==> src/rtl/alu_result_reader.sv <==
// Result RAM filled by the ALU store side and drained as a wrap-around address
// range over a valid/ready stream, one beat every two cycles at most.
module alu_result_reader #(
    parameter int DATA_W = 8,
    parameter int ADDR_W = 4
) (
    input  logic              clk,
    input  logic              rst_n,
    input  logic              wr_en,
    input  logic [ADDR_W-1:0] wr_addr,
    input  logic [DATA_W-1:0] wr_data,
    input  logic              rd_start,
    input  logic [ADDR_W-1:0] rd_base,
    input  logic [ADDR_W:0]   rd_len,
    output logic              busy,
    output logic [DATA_W-1:0] out_data,
    output logic              out_valid,
    input  logic              out_ready,
    output logic              out_last,
    output logic              done
);

    localparam int DEPTH = 2 ** ADDR_W;
    localparam logic [ADDR_W:0] DEPTH_LEN = (ADDR_W + 1)'(DEPTH);
    localparam logic [ADDR_W:0] ONE_LEN = (ADDR_W + 1)'(1);

    typedef enum logic [1:0] {IDLE, FETCH, STREAM, FIN} state_t;

    state_t state;
    state_t state_next;

    logic [DATA_W-1:0] ram [DEPTH];
    logic [DATA_W-1:0] rd_q;
    logic [ADDR_W-1:0] addr;
    logic [ADDR_W-1:0] addr_inc;
    logic [ADDR_W-1:0] rd_addr;
    logic [ADDR_W:0]   cnt;
    logic [ADDR_W:0]   eff_len;
    logic              hs;
    logic              last_beat;
    logic              rd_issue;
    logic              rd_hit;

    assign eff_len   = (rd_len > DEPTH_LEN) ? DEPTH_LEN : rd_len;
    assign addr_inc  = addr + 1'b1;
    assign hs        = (state == STREAM) && out_ready;
    assign last_beat = (cnt == ONE_LEN);

    // A read is issued when a non-empty command is accepted, or when a
    // non-final beat is handed off and the next word has to be fetched.
    assign rd_issue = ((state == IDLE) && rd_start && (eff_len != '0)) ||
                      (hs && !last_beat);
    assign rd_addr  = (state == IDLE) ? rd_base : addr_inc;
    assign rd_hit   = wr_en && (wr_addr == rd_addr);

    always_ff @(posedge clk) begin
        if (!rst_n) begin
            state <= IDLE;
        end else begin
            state <= state_next;
        end
    end

    always_comb begin
        state_next = state;
        case (state)
            IDLE: begin
                if (rd_start) begin
                    state_next = (eff_len == '0) ? FIN : FETCH;
                end
            end
            FETCH: state_next = STREAM;
            STREAM: begin
                if (out_ready) begin
                    state_next = last_beat ? FIN : FETCH;
                end
            end
            FIN: state_next = IDLE;
            default: state_next = IDLE;
        endcase
    end

    always_comb begin
        busy      = (state != IDLE);
        out_valid = (state == STREAM);
        out_last  = (state == STREAM) && last_beat;
        done      = (state == FIN);
    end

    always_ff @(posedge clk) begin
        if (!rst_n) begin
            addr     <= '0;
            cnt      <= '0;
            out_data <= '0;
        end else begin
            case (state)
                IDLE: begin
                    if (rd_start) begin
                        addr <= rd_base;
                        cnt  <= eff_len;
                    end
                end
                FETCH: out_data <= rd_q;
                STREAM: begin
                    if (out_ready) begin
                        addr <= addr_inc;
                        cnt  <= cnt - 1'b1;
                    end
                end
                default: ;
            endcase
        end
    end

    always_ff @(posedge clk) begin
        if (wr_en) begin
            ram[wr_addr] <= wr_data;
        end
    end

    // Write-first: a write landing on the word being read wins the beat.
    always_ff @(posedge clk) begin
        if (!rst_n) begin
            rd_q <= '0;
        end else if (rd_issue) begin
            rd_q <= rd_hit ? wr_data : ram[rd_addr];
        end
    end

endmodule
==> config.mk <==
export PLATFORM = sky130hd
export DESIGN_NAME = alu_result_reader
export DESIGN_NICKNAME = d
export VERILOG_FILES = /design/src/rtl/alu_result_reader.sv
export SDC_FILE = /design/constraint.sdc
export NUM_CORES = 1
export LEC_CHECK = 0
export BUFFER_PORTS_ARGS = -buffer_cell sky130_fd_sc_hd__buf_2
export CAP_MARGIN = 20
export CELL_PAD_IN_SITES_DETAIL_PLACEMENT = 1
export CELL_PAD_IN_SITES_GLOBAL_PLACEMENT = 1
export CORE_UTILIZATION = 35
export CTS_CLUSTER_SIZE = 24
export DETAILED_ROUTE_END_ITERATION = 7
export PLACE_DENSITY = 0.71
export SLEW_MARGIN = 5
export SYNTH_ARGS = -nofsm -noshare
export SYNTH_HDL_FRONTEND = slang
export SYNTH_SLANG_ARGS = --single-unit
==> constraint.sdc <==
create_clock -name clk -period 5.6 [get_ports clk]
set_input_delay 0.56 -clock clk [delete_from_list [all_inputs] [get_ports clk]]
set_output_delay 0.56 -clock clk [all_outputs]
set_load 0.03 [all_outputs]
==> results.sh, run 1 <==
export IMPL_outcome="completed"
export IMPL_power_share_clock_pct=39.5
export IMPL_drtPass1Iterations=5
export IMPL_syn_inst=547
export IMPL_path_buf_inv=1
export IMPL_slew_headroom_pct=32.9
export IMPL_path_class="register to register"
export IMPL_wirelength_um=18600
export IMPL_switchingPower_mw=0.810
export IMPL_synth_seq_cells=155
export IMPL_worstSetupStartpointType="register"
export IMPL_arrival_ns=3.76
export IMPL_ys_warn_count=0
export IMPL_maxCapViolations=0
export IMPL_die_y_um=143
export IMPL_vias=4780
export IMPL_clockBufferDepth=2
export IMPL_finalSetupViolations=0
export IMPL_cts_max_level=4
export IMPL_cts_resized=0
export IMPL_synth_seq_area_share_pct=62.9
export IMPL_grt_pass1_vias=4953
export IMPL_timing_rr_start="addr[0]"
export IMPL_synthTopCellsByArea="edfxtp_1 55%, dfxtp_1 7.8%, nand2_1 3.0%"
export IMPL_fmaxAchievable_mhz=290
export IMPL_nets=600
export IMPL_drt_iter0_markers=336
export IMPL_numCtsBuffers=17
export IMPL_swShare_pct=28.6
export IMPL_critical_path_required_ns=5.91
export IMPL_overflow=0
export IMPL_grt_use_total_pct=19.2
export IMPL_synth_top_area_share_pct=55.2
export IMPL_path_clk_slew_ns=0.07
export IMPL_drc=0
export IMPL_wl_met1_um=8550
export IMPL_worstMarginPinSlew_ns=0.998
export IMPL_io_pins=38
export IMPL_synth_flop_cell="edfxtp_1"
export IMPL_antenna_left=0
export IMPL_intPower_mw=2.02
export IMPL_start_util_pct=35.8
export IMPL_hold_buffers=0
export IMPL_grt_start_max_net_pins=46
export IMPL_min_delay_start="rd_len[3]"
export IMPL_hp_class="input pin to register"
export IMPL_cp_slowest_stage_delay_ns=0.56
export IMPL_port_buffers=37
export IMPL_top_layer="met4"
export IMPL_post_route_period_util_pct=61.6
export IMPL_detail_route_wl_per_cell_um=22.0
export IMPL_skew_ns=0.00933
export IMPL_num_fill_cells=2060
export IMPL_wl_met2_um=9100
export IMPL_grt_setup_unrepaired="no"
export IMPL_crit_chain="ha_1 -> o21ai_2 -> buf_4 -> nand2_2 -> a211o_1 -> a32o_1 -> nor3_1 -> o211ai_1"
export IMPL_grt_pass1_wl_um=28900
export IMPL_layout_common_cells="128 x edfxtp_1, 56 x nand2_1, 41 x a21oi_1, 39 x buf_2, 27 x dfxtp_1"
export IMPL_endpoint_kind="register"
export IMPL_die_area_um2=20500
export IMPL_wl_met3_um=693
export IMPL_die_x_um=143
export IMPL_finalCoreUtilization_pct=40.7
export IMPL_setup_tns_ns=0
export IMPL_clock_latency_ns=0.43
export IMPL_worstSetupStartpoint="addr[0]"
export IMPL_mappedNetlistNets=576
export IMPL_core_region_area_um2=19500
export IMPL_cts_sinks=155
export IMPL_min_period_ns=3.45
export IMPL_cts_tree="done"
export IMPL_area_growth_pct=13.6
export IMPL_cts_setup_buffers=0
export IMPL_post_dp_hpwl_um=12600
export IMPL_root_buffer="clkbuf_16"
export IMPL_rows=51
export IMPL_synth_edf_count=128
export IMPL_p_leak_nw=2.93
export IMPL_drive_gt1_share_pct=15.9
export IMPL_final_common_cell="edfxtp_1"
export IMPL_vias_per_cell=5.63
export IMPL_yosysTopAreaCell="edfxtp_1"
export IMPL_ys_types=63
export IMPL_syn_cell_area_um2=6970
export IMPL_p_per_area_nw_per_um2=358
export IMPL_slew_viol_final=0
export IMPL_cp_max_fo=45
export IMPL_gp_congestion=0.803
export IMPL_postSynthAreaPerCell_um2=12.7
export IMPL_cp_slowest_cell="ha_1"
export IMPL_num_antenna_cells=0
export IMPL_grt_antenna_before_repair=0
export IMPL_hold_viol=0
export IMPL_synthArstFlopShare_pct=0
export IMPL_crit_family="compound AO/OA/AOI/OAI gates"
export IMPL_pwr_share_comb_pct=14.5
export IMPL_seqPwrFrac_pct=46.0
export IMPL_vdd_drop_max_mv=0.166
[worst paths after layout]
check,to,slack [ns],cells past startpoint
worst max-delay path,rd_q[6],2.15,8
worst min-delay path,cnt[3],0.46,3
worst max register to register,rd_q[6],2.15,8
worst min register to register,out_data[2],0.47,2
[cell type report]
type,instances,area (um^2),share of cell area (%)
Sequential cell,155,4380,55.4
Multi-Input combinational cell,342,2340,29.6
Clock buffer,18,429,5.42
Tap cell,265,332,4.19
Timing Repair Buffer,47,255,3.22
Clock inverter,14,141,1.79
Inverter,8,30.0,0.379
[cell usage after synthesis (2+ instances only)]
| library cell | n |
|---|---|
| edfxtp_1 | 128 |
| nand2_1 | 56 |
| a21oi_1 | 41 |
| dfxtp_1 | 27 |
| nor2_1 | 24 |
| and3_1 | 20 |
| clkbuf_1 | 17 |
| buf_2 | 15 |
| o211a_1 | 15 |
| a211o_1 | 14 |
| a311oi_1 | 14 |
| nor4bb_1 | 14 |
| a32oi_1 | 13 |
| a22o_1 | 12 |
| mux2i_1 | 12 |
| nor3_1 | 11 |
| a21boi_0 | 9 |
| o21ai_1 | 9 |
| inv_1 | 7 |
| o21ai_0 | 6 |
| and2_1 | 5 |
| nand3_1 | 5 |
| o21bai_1 | 5 |
| a211oi_1 | 4 |
| buf_1 | 4 |
| buf_6 | 4 |
| nand2b_1 | 4 |
| nor2b_1 | 4 |
| o221a_1 | 4 |
| ha_1 | 3 |
| o221a_2 | 3 |
| a22oi_1 | 2 |
| mux4_2 | 2 |
| nand3b_1 | 2 |
| nor3b_1 | 2 |
| o31ai_1 | 2 |
| or3b_1 | 2 |
[sequential cells by signal, summed over array words and instances (netlist names)]
register  count
rd_q          8
out_data      8
addr          4
state         2
cnt           5
ram         128
[power groups by stage]
stage | registers (mW) | logic (mW) | clock network [mW]
after floorplan | 1.33 | 0.287 | 0
after global placement | 1.33 | 0.393 | 0
after detailed placement | 1.33 | 0.408 | 0
after CTS | 1.30 | 0.411 | 1.13
after global routing | 1.31 | 0.445 | 1.17
final | 1.30 | 0.410 | 1.12
[through the flow]
step | power (mW) | std cells | setup slack, ns | hold WS, ns | cell area [um^2]
final | 2.83 | 849 | 2.15 | 0.458 | 7920
after global routing | 2.92 | 849 | 1.98 | 0.477 | 7920
after CTS | 2.84 | 849 | 2.17 | 0.449 | 7920
after detailed placement | 1.74 | 817 | 2.16 | 0.460 | 7350
after global placement | 1.72 | 815 | 2.28 | 0.457 | 7340
after floorplan | 1.61 | 547 | 3.44 | 0.436 | 6970
[cell families (layout without fill, tap and decap cells)]
family	Yosys count	count (layout)	synth area share, %
XOR/XNOR	2	2	0.251
AND/OR/NAND/NOR	158	158	12.2
flip-flops	155	155	62.9
AO/OA/AOI/OAI	164	164	17.9
buffers and inverters	50	87	3.47
multiplexers	15	15	2.69
adder cells (fa/ha/maj)	3	3	0.539
[routing by layer]
| layer | up-vias | global-route usage (%) |
|---|---|---|
| li1 | 2196 | - |
| met1 | 2446 | 25.1 |
| met2 | 116 | 31.9 |
| met3 | 22 | 3.22 |
| met4 | 0 | 6.90 |
| met5 | - | 0 |
[worst register-to-register path: stages (launching register included)]
cell      delay, ns
dfxtp_1        0.35
ha_1           0.56
o21ai_2        0.36
buf_4          0.35
nand2_2        0.56
a211o_1        0.50
a32o_1         0.29
nor3_1         0.24
o211ai_1       0.12
(Power assumes the default switching activity.)
==> inputs of run 2 (changes only) <==
ABC_AREA = 1   (was unset)
PLACE_DENSITY = 0.76   (was 0.71)
clock period = 3 ns   (was 5.6 ns; I/O delays follow)
==> results.sh, run 2 <==
export IMPL_synth_common_cells="175 x nand3_1, 159 x inv_1, 148 x nand2_1"
export IMPL_nets=857
export IMPL_cp_max_fo=18
export IMPL_num_fill_cells=2365
export IMPL_final_common_cell="nand3_1"
export IMPL_root_buffer="clkbuf_16"
export IMPL_cts_resized=0
export IMPL_syn_inst=787
export IMPL_endpoint_kind="register"
export IMPL_port_buffers=37
export IMPL_dp_cells=1079
export IMPL_synth_flop_cell="edfxtp_1"
export IMPL_synth_seq_area_share_pct=59.9
export IMPL_core_region_area_um2=20400
export IMPL_die_area_um2=21500
export IMPL_layout_common_cells="175 x nand3_1, 159 x inv_1, 148 x nand2_1, 128 x edfxtp_1, 37 x buf_2"
export IMPL_outcome="completed"
export IMPL_clock_latency_ns=0.44
export IMPL_hold_viol=0
export IMPL_synth_seq_cells=155
export IMPL_grt_use_total_pct=19.5
export IMPL_synthArstFlopShare_pct=0
export IMPL_crit_chain="nor2_4 -> nand2_2 -> nand2_2 -> buf_4 -> nand2_1 -> nand3_1 -> nand3_1 -> nand3_1 -> nand3_1 -> nand2_1 -> a21oi_2"
export IMPL_drtPass1Iterations=5
export IMPL_min_period_ns=2.42
export IMPL_largest_reg_flops=128
export IMPL_cp_slowest_stage_delay_ns=0.44
export IMPL_wirelength_um=19800
export IMPL_grt_pass1_vias=5730
export IMPL_cts_sinks=155
export IMPL_hold_depth=3
export IMPL_vdd_drop_max_mv=0.397
export IMPL_num_antenna_cells=0
export IMPL_area_growth_pct=13.6
export IMPL_die_y_um=147
export IMPL_drt_iter0_markers=456
export IMPL_path_class="register to register"
export IMPL_setup_tns_ns=0
export IMPL_synthTopCellsByArea="edfxtp_1 53%, nand3_1 12%, inv_1 8.2%"
export IMPL_worstSetupStartpointType="register"
export IMPL_p_per_area_nw_per_um2=668
export IMPL_clockBufferDepth=2
export IMPL_ys_warn_count=0
export IMPL_numCtsBuffers=17
export IMPL_grt_setup_unrepaired="no"
export IMPL_io_pins=38
export IMPL_syn_cell_area_um2=7320
export IMPL_drive_gt1_share_pct=13.1
export IMPL_synth_edf_count=128
export IMPL_rows=52
export IMPL_holdPathEnd="addr[1]"
export IMPL_postSynthAreaPerCell_um2=9.30
export IMPL_multiInputGateArea_um2=2140
export IMPL_slew_viol_final=0
export IMPL_ff2ff_path_depth=11
export IMPL_cts_max_level=4
export IMPL_skew_ns=0.00664
export IMPL_critical_path_required_ns=3.29
export IMPL_hold_buffers=0
export IMPL_regMostFlops="ram"
export IMPL_ys_types=34
export IMPL_p_leak_nw=3.65
export IMPL_slew_headroom_pct=45.8
export IMPL_min_delay_start="rd_base[1]"
export IMPL_path_common_cell="nand3_1"
export IMPL_vias_per_cell=4.96
export IMPL_antenna_left=0
export IMPL_worstMarginPinSlew_ns=0.811
export IMPL_finalSetupViolations=0
export IMPL_grt_antenna_before_repair=0
export IMPL_mappedNetlistNets=816
export IMPL_grt_pass1_wl_um=31400
export IMPL_cts_setup_buffers=0
export IMPL_post_route_period_util_pct=80.7
export IMPL_yosysTopAreaCell="edfxtp_1"
export IMPL_cts_tree="done"
export IMPL_die_x_um=147
export IMPL_arrival_ns=2.72
export IMPL_synth_top_area_share_pct=52.5
export IMPL_final_seq_area_um2=4380
export IMPL_drc=0
export IMPL_gp_congestion=0.791
export IMPL_worstReg2RegEnd="rd_q[1]"
export IMPL_cp_slowest_cell="nand2_2"
export IMPL_overflow=0
export IMPL_finalCoreUtilization_pct=40.8
export IMPL_fmaxAchievable_mhz=413
export IMPL_layout_cells_non_filler=1111
export IMPL_maxCapViolations=0
export IMPL_hp_class="input pin to register"
export IMPL_timing_rr_start="state[0]"
export IMPL_yosys_cell_count_top_type="nand3_1"
export IMPL_start_util_pct=35.9
export IMPL_detail_route_wl_per_cell_um=17.8
export IMPL_reg_top3="ram: 128 flops, out_data: 8 flops, rd_q: 8 flops"
export IMPL_r2r_setup_slack_ns=0.58
export IMPL_post_dp_hpwl_um=13200
export IMPL_vias=5516
export IMPL_grt_start_max_net_pins=50
export IMPL_path_clk_slew_ns=0.07
==> run 2: cell types whose count changed in the layout (fill, tap and decap cells not counted), moves of 13 or more <==
cell,change
nor4bb_1,-14
a211o_1,-14
a311oi_1,-14
a21oi_1,-37
o211a_1,-15
and3_1,-20
nand3_1,+170
a32oi_1,-13
inv_1,+152
nand2_1,+92
==> run 2: cell type report <==
cell class / instances / share of cell area (%)
clock buffer: 18 / 5.16
clock inverter: 14 / 1.39
inverter: 168 / 7.59
multi-input combinational: 437 / 25.7
sequential: 155 / 52.8
tap: 270 / 4.07
timing repair buffer: 49 / 3.31
==> run 2: per-layer routing <==
layer | wire (um) | GRT usage [%] | part of all wire, %
met1 | 8620 | 24.5 | 44
met2 | 9950 | 32.9 | 50
met3 | 675 | 3.66 | 3.4
met4 | 558 | 8.13 | 2.8
met5 | 0 | 0 | 0
==> run 2: per-stage QoR <==
stage | cell area [um^2] | hold WS, ns | power [mW] | worst slack [ns]
after detailed placement | 7770 | 0.459 | 3.59 | 0.599
after global routing | 8310 | 0.155 | 5.79 | 0.383
final | 8310 | 0.160 | 5.55 | 0.578
after CTS | 8310 | 0.146 | 5.60 | 0.584
after global placement | 7770 | 0.462 | 3.57 | 0.622
after floorplan | 7320 | 0.399 | 3.27 | 1.29
==> run 2: how the worst max path moves through the flow <==
stage / slack [ns] / cells after the start / end / startpoint
6_report: 0.58 / 11 / rd_q[1] / state[0]
5_1_grt: 0.38 / 11 / rd_q[3] / state[1]
4_1_cts: 0.58 / 11 / rd_q[1] / state[0]
3_5_place_dp: 0.60 / 11 / rd_q[1] / state[0]
3_3_place_gp: 0.62 / 11 / rd_q[1] / state[1]
2_1_floorplan: 1.29 / 9 / addr[0] / state[1]
==> run 2: kinds of logic after synthesis <==
logic type                 count (synthesis)  synth area share, %
AOI/OAI and AO/OA                         40                 3.40
buffers and inverters                    195                 10.9
xor gates and xnor gates                   1                0.120
DFF                                      155                 59.9
adders and majority gates                  3                0.513
and+or+nand+nor                          393                 25.2
==> run 2: power breakdown <==
part	switching, mW	internal, mW
logic	0.775	0.305
registers	0.0501	2.42
clock network	0.934	1.07
total	1.76	3.79
==> run 2: critical path, delay by kind of cell, from the launching register on <==
family | cells | cell delay, ns
compound gates | 1 | 0.05
flops | 1 | 0.38
simple gates | 9 | 1.55
buf+inv | 1 | 0.29
==> inputs of run 3 (changes only) <==
ABC_AREA = 0   (was 1)
PLACE_DENSITY = 0.73   (was 0.76)
clock period = 2.09 ns   (was 3 ns; I/O delays follow)
==> results.sh, run 3 (synthesized netlist as in run 1, its figures left out) <==
export IMPL_start_util_pct=35.8
export IMPL_slew_viol_final=0
export IMPL_path_clk_slew_ns=0.07
export IMPL_detail_route_wl_per_cell_um=24.1
export IMPL_skew_ns=0.00911
export IMPL_r2r_setup_slack_ns=-0.13
export IMPL_num_fill_cells=1988
export IMPL_area_growth_pct=30.6
export IMPL_drt_iter0_markers=531
export IMPL_regMostFlops="ram"
export IMPL_wl_met1_um=9000
export IMPL_outcome="complete, but fails checks"
export IMPL_drc=0
export IMPL_post_dp_hpwl_um=13000
export IMPL_cts_tree="done"
export IMPL_worstReg2RegEnd="rd_q[0]"
export IMPL_final_common_cell="edfxtp_1"
export IMPL_vias=5308
export IMPL_overflow=0
export IMPL_die_x_um=143
export IMPL_io_pins=38
export IMPL_endpoint_kind="register"
export IMPL_maxCapViolations=0
export IMPL_min_delay_start="rd_len[0]"
export IMPL_holdPathEnd="cnt[0]"
export IMPL_die_area_um2=20500
export IMPL_critical_path_required_ns=2.42
export IMPL_drive_gt1_share_pct=31.5
export IMPL_fin_area_um2=9100
export IMPL_reg_top3="ram: 128 flops, out_data: 8 flops, rd_q: 8 flops"
export IMPL_gp_congestion=0.789
export IMPL_worstMarginPinSlew_ns=0.569
export IMPL_antenna_left=0
export IMPL_cts_max_level=4
export IMPL_cts_sinks=155
export IMPL_path_class="register to register"
export IMPL_grt_use_total_pct=21.7
export IMPL_setup_tns_ns=-0.842
export IMPL_hold_depth=3
export IMPL_nets=666
export IMPL_fmaxAchievable_mhz=451
export IMPL_worstSetupStartpointType="register"
export IMPL_post_route_period_util_pct=106
export IMPL_hp_class="input pin to register"
export IMPL_vias_per_cell=5.80
export IMPL_num_antenna_cells=0
export IMPL_ff2ff_path_depth=7
export IMPL_hold_viol=0
export IMPL_finalCoreUtilization_pct=46.8
export IMPL_clockBufferDepth=2
export IMPL_slew_headroom_pct=62.0
export IMPL_core_region_area_um2=19500
export IMPL_p_per_area_nw_per_um2=923
export IMPL_finalSetupViolations=8
export IMPL_grt_pass1_wl_um=32200
export IMPL_timing_rr_start="state[0]"
export IMPL_layout_common_cells="128 x edfxtp_1, 56 x nand2_1, 50 x buf_4, 40 x a21oi_1, 36 x buf_2"
export IMPL_vdd_drop_max_mv=0.594
export IMPL_rows=51
export IMPL_cp_max_fo=6
export IMPL_top_layer="met4"
export IMPL_die_y_um=143
export IMPL_arrival_ns=2.54
export IMPL_grt_antenna_before_repair=0
export IMPL_wirelength_um=22100
export IMPL_largest_reg_flops=128
export IMPL_violations="negative setup slack"
export IMPL_wl_met3_um=1470
export IMPL_hold_buffers=0
export IMPL_wl_met2_um=11000
export IMPL_drtPass1Iterations=5
export IMPL_p_leak_nw=3.46
export IMPL_min_period_ns=2.22
export IMPL_root_buffer="clkbuf_16"
export IMPL_grt_setup_unrepaired="yes"
export IMPL_holdWs_ns=0.0810
export IMPL_numCtsBuffers=17
export IMPL_port_buffers=37
export IMPL_grt_start_max_net_pins=34
export IMPL_setup_ws_ns=-0.127
export IMPL_place_area_um2=7820
export IMPL_clock_latency_ns=0.45
export IMPL_grt_pass1_vias=5526
## run 3: changes by cell type in the layout (fill, tap and decap cells not counted), sizes merged, moves of 15 or more
cell	delta
nand3	-172
buf	+59
inv	-155
o211a	+15
and3	+20
nand2	-102
a21oi	+30
## run 3: layer usage
layer / vias to the layer above / track usage (%)
met1: 2699 / 26.5
met5: - / 0
met4: 0 / 10.1
met2: 235 / 36.8
li1: 2328 / -
met3: 46 / 4.59
## run 3: stage by stage
stage	total power, mW	worst slack, ns	std cells
finish	8.40	-0.127	915
CTS	8.25	-0.0904	909
global route	8.64	-0.166	915
detailed placement	4.85	-0.161	865
global placement	4.80	-0.146	865
floorplan	4.32	0.0465	547
## run 3: area by class of cell
type | instances | area [um^2] | share of cell area, %
Clock buffer | 17 | 425 | 4.67
Clock inverter | 15 | 179 | 1.97
Inverter | 8 | 30.0 | 0.330
Multi-Input combinational cell | 342 | 2640 | 29.0
Sequential cell | 155 | 4390 | 48.3
Tap cell | 265 | 332 | 3.64
Timing Repair Buffer | 113 | 1100 | 12.1
## run 3: worst max path at each step
| stage | from | to | slack, ns |
|---|---|---|---|
| 2_1_floorplan | addr[0] | rd_q[6] | 0.05 |
| 3_3_place_gp | state[1] | rd_q[7] | -0.15 |
| 3_5_place_dp | addr[1] | rd_q[7] | -0.16 |
| 4_1_cts | addr[1] | rd_q[1] | -0.09 |
| 5_1_grt | state[0] | rd_q[3] | -0.17 |
| 6_report | state[0] | rd_q[0] | -0.13 |
## run 3: what timing repair did
| item | 4_1_cts | 5_1_grt |
|---|---|---|
| gates cloned | 5 | 5 |
| hold endpoints to repair | 0 | 0 |
| endpoints found under the setup margin | 9 | 9 |
| gates resized for setup | 47 | 30 |
| pin swaps | 11 | 13 |
| setup buffers | 7 | 2 |
## run 3: report_power, final
group / switching (mW) / leakage [nW] / internal [mW]
Sequential: 0.0583 / 1.38 / 3.44
Clock: 1.39 / 0.291 / 1.80
Combinational: 0.933 / 1.79 / 0.773
## run 3: critical path, cell delays in order (launching register included)
cell and delay, ns:
dfxtp_4 0.37, or3b_4 0.51, buf_12 0.18, and3_1 0.16
a211o_1 0.27, a32oi_4 0.29, o221a_1 0.25, o21ai_1 0.07
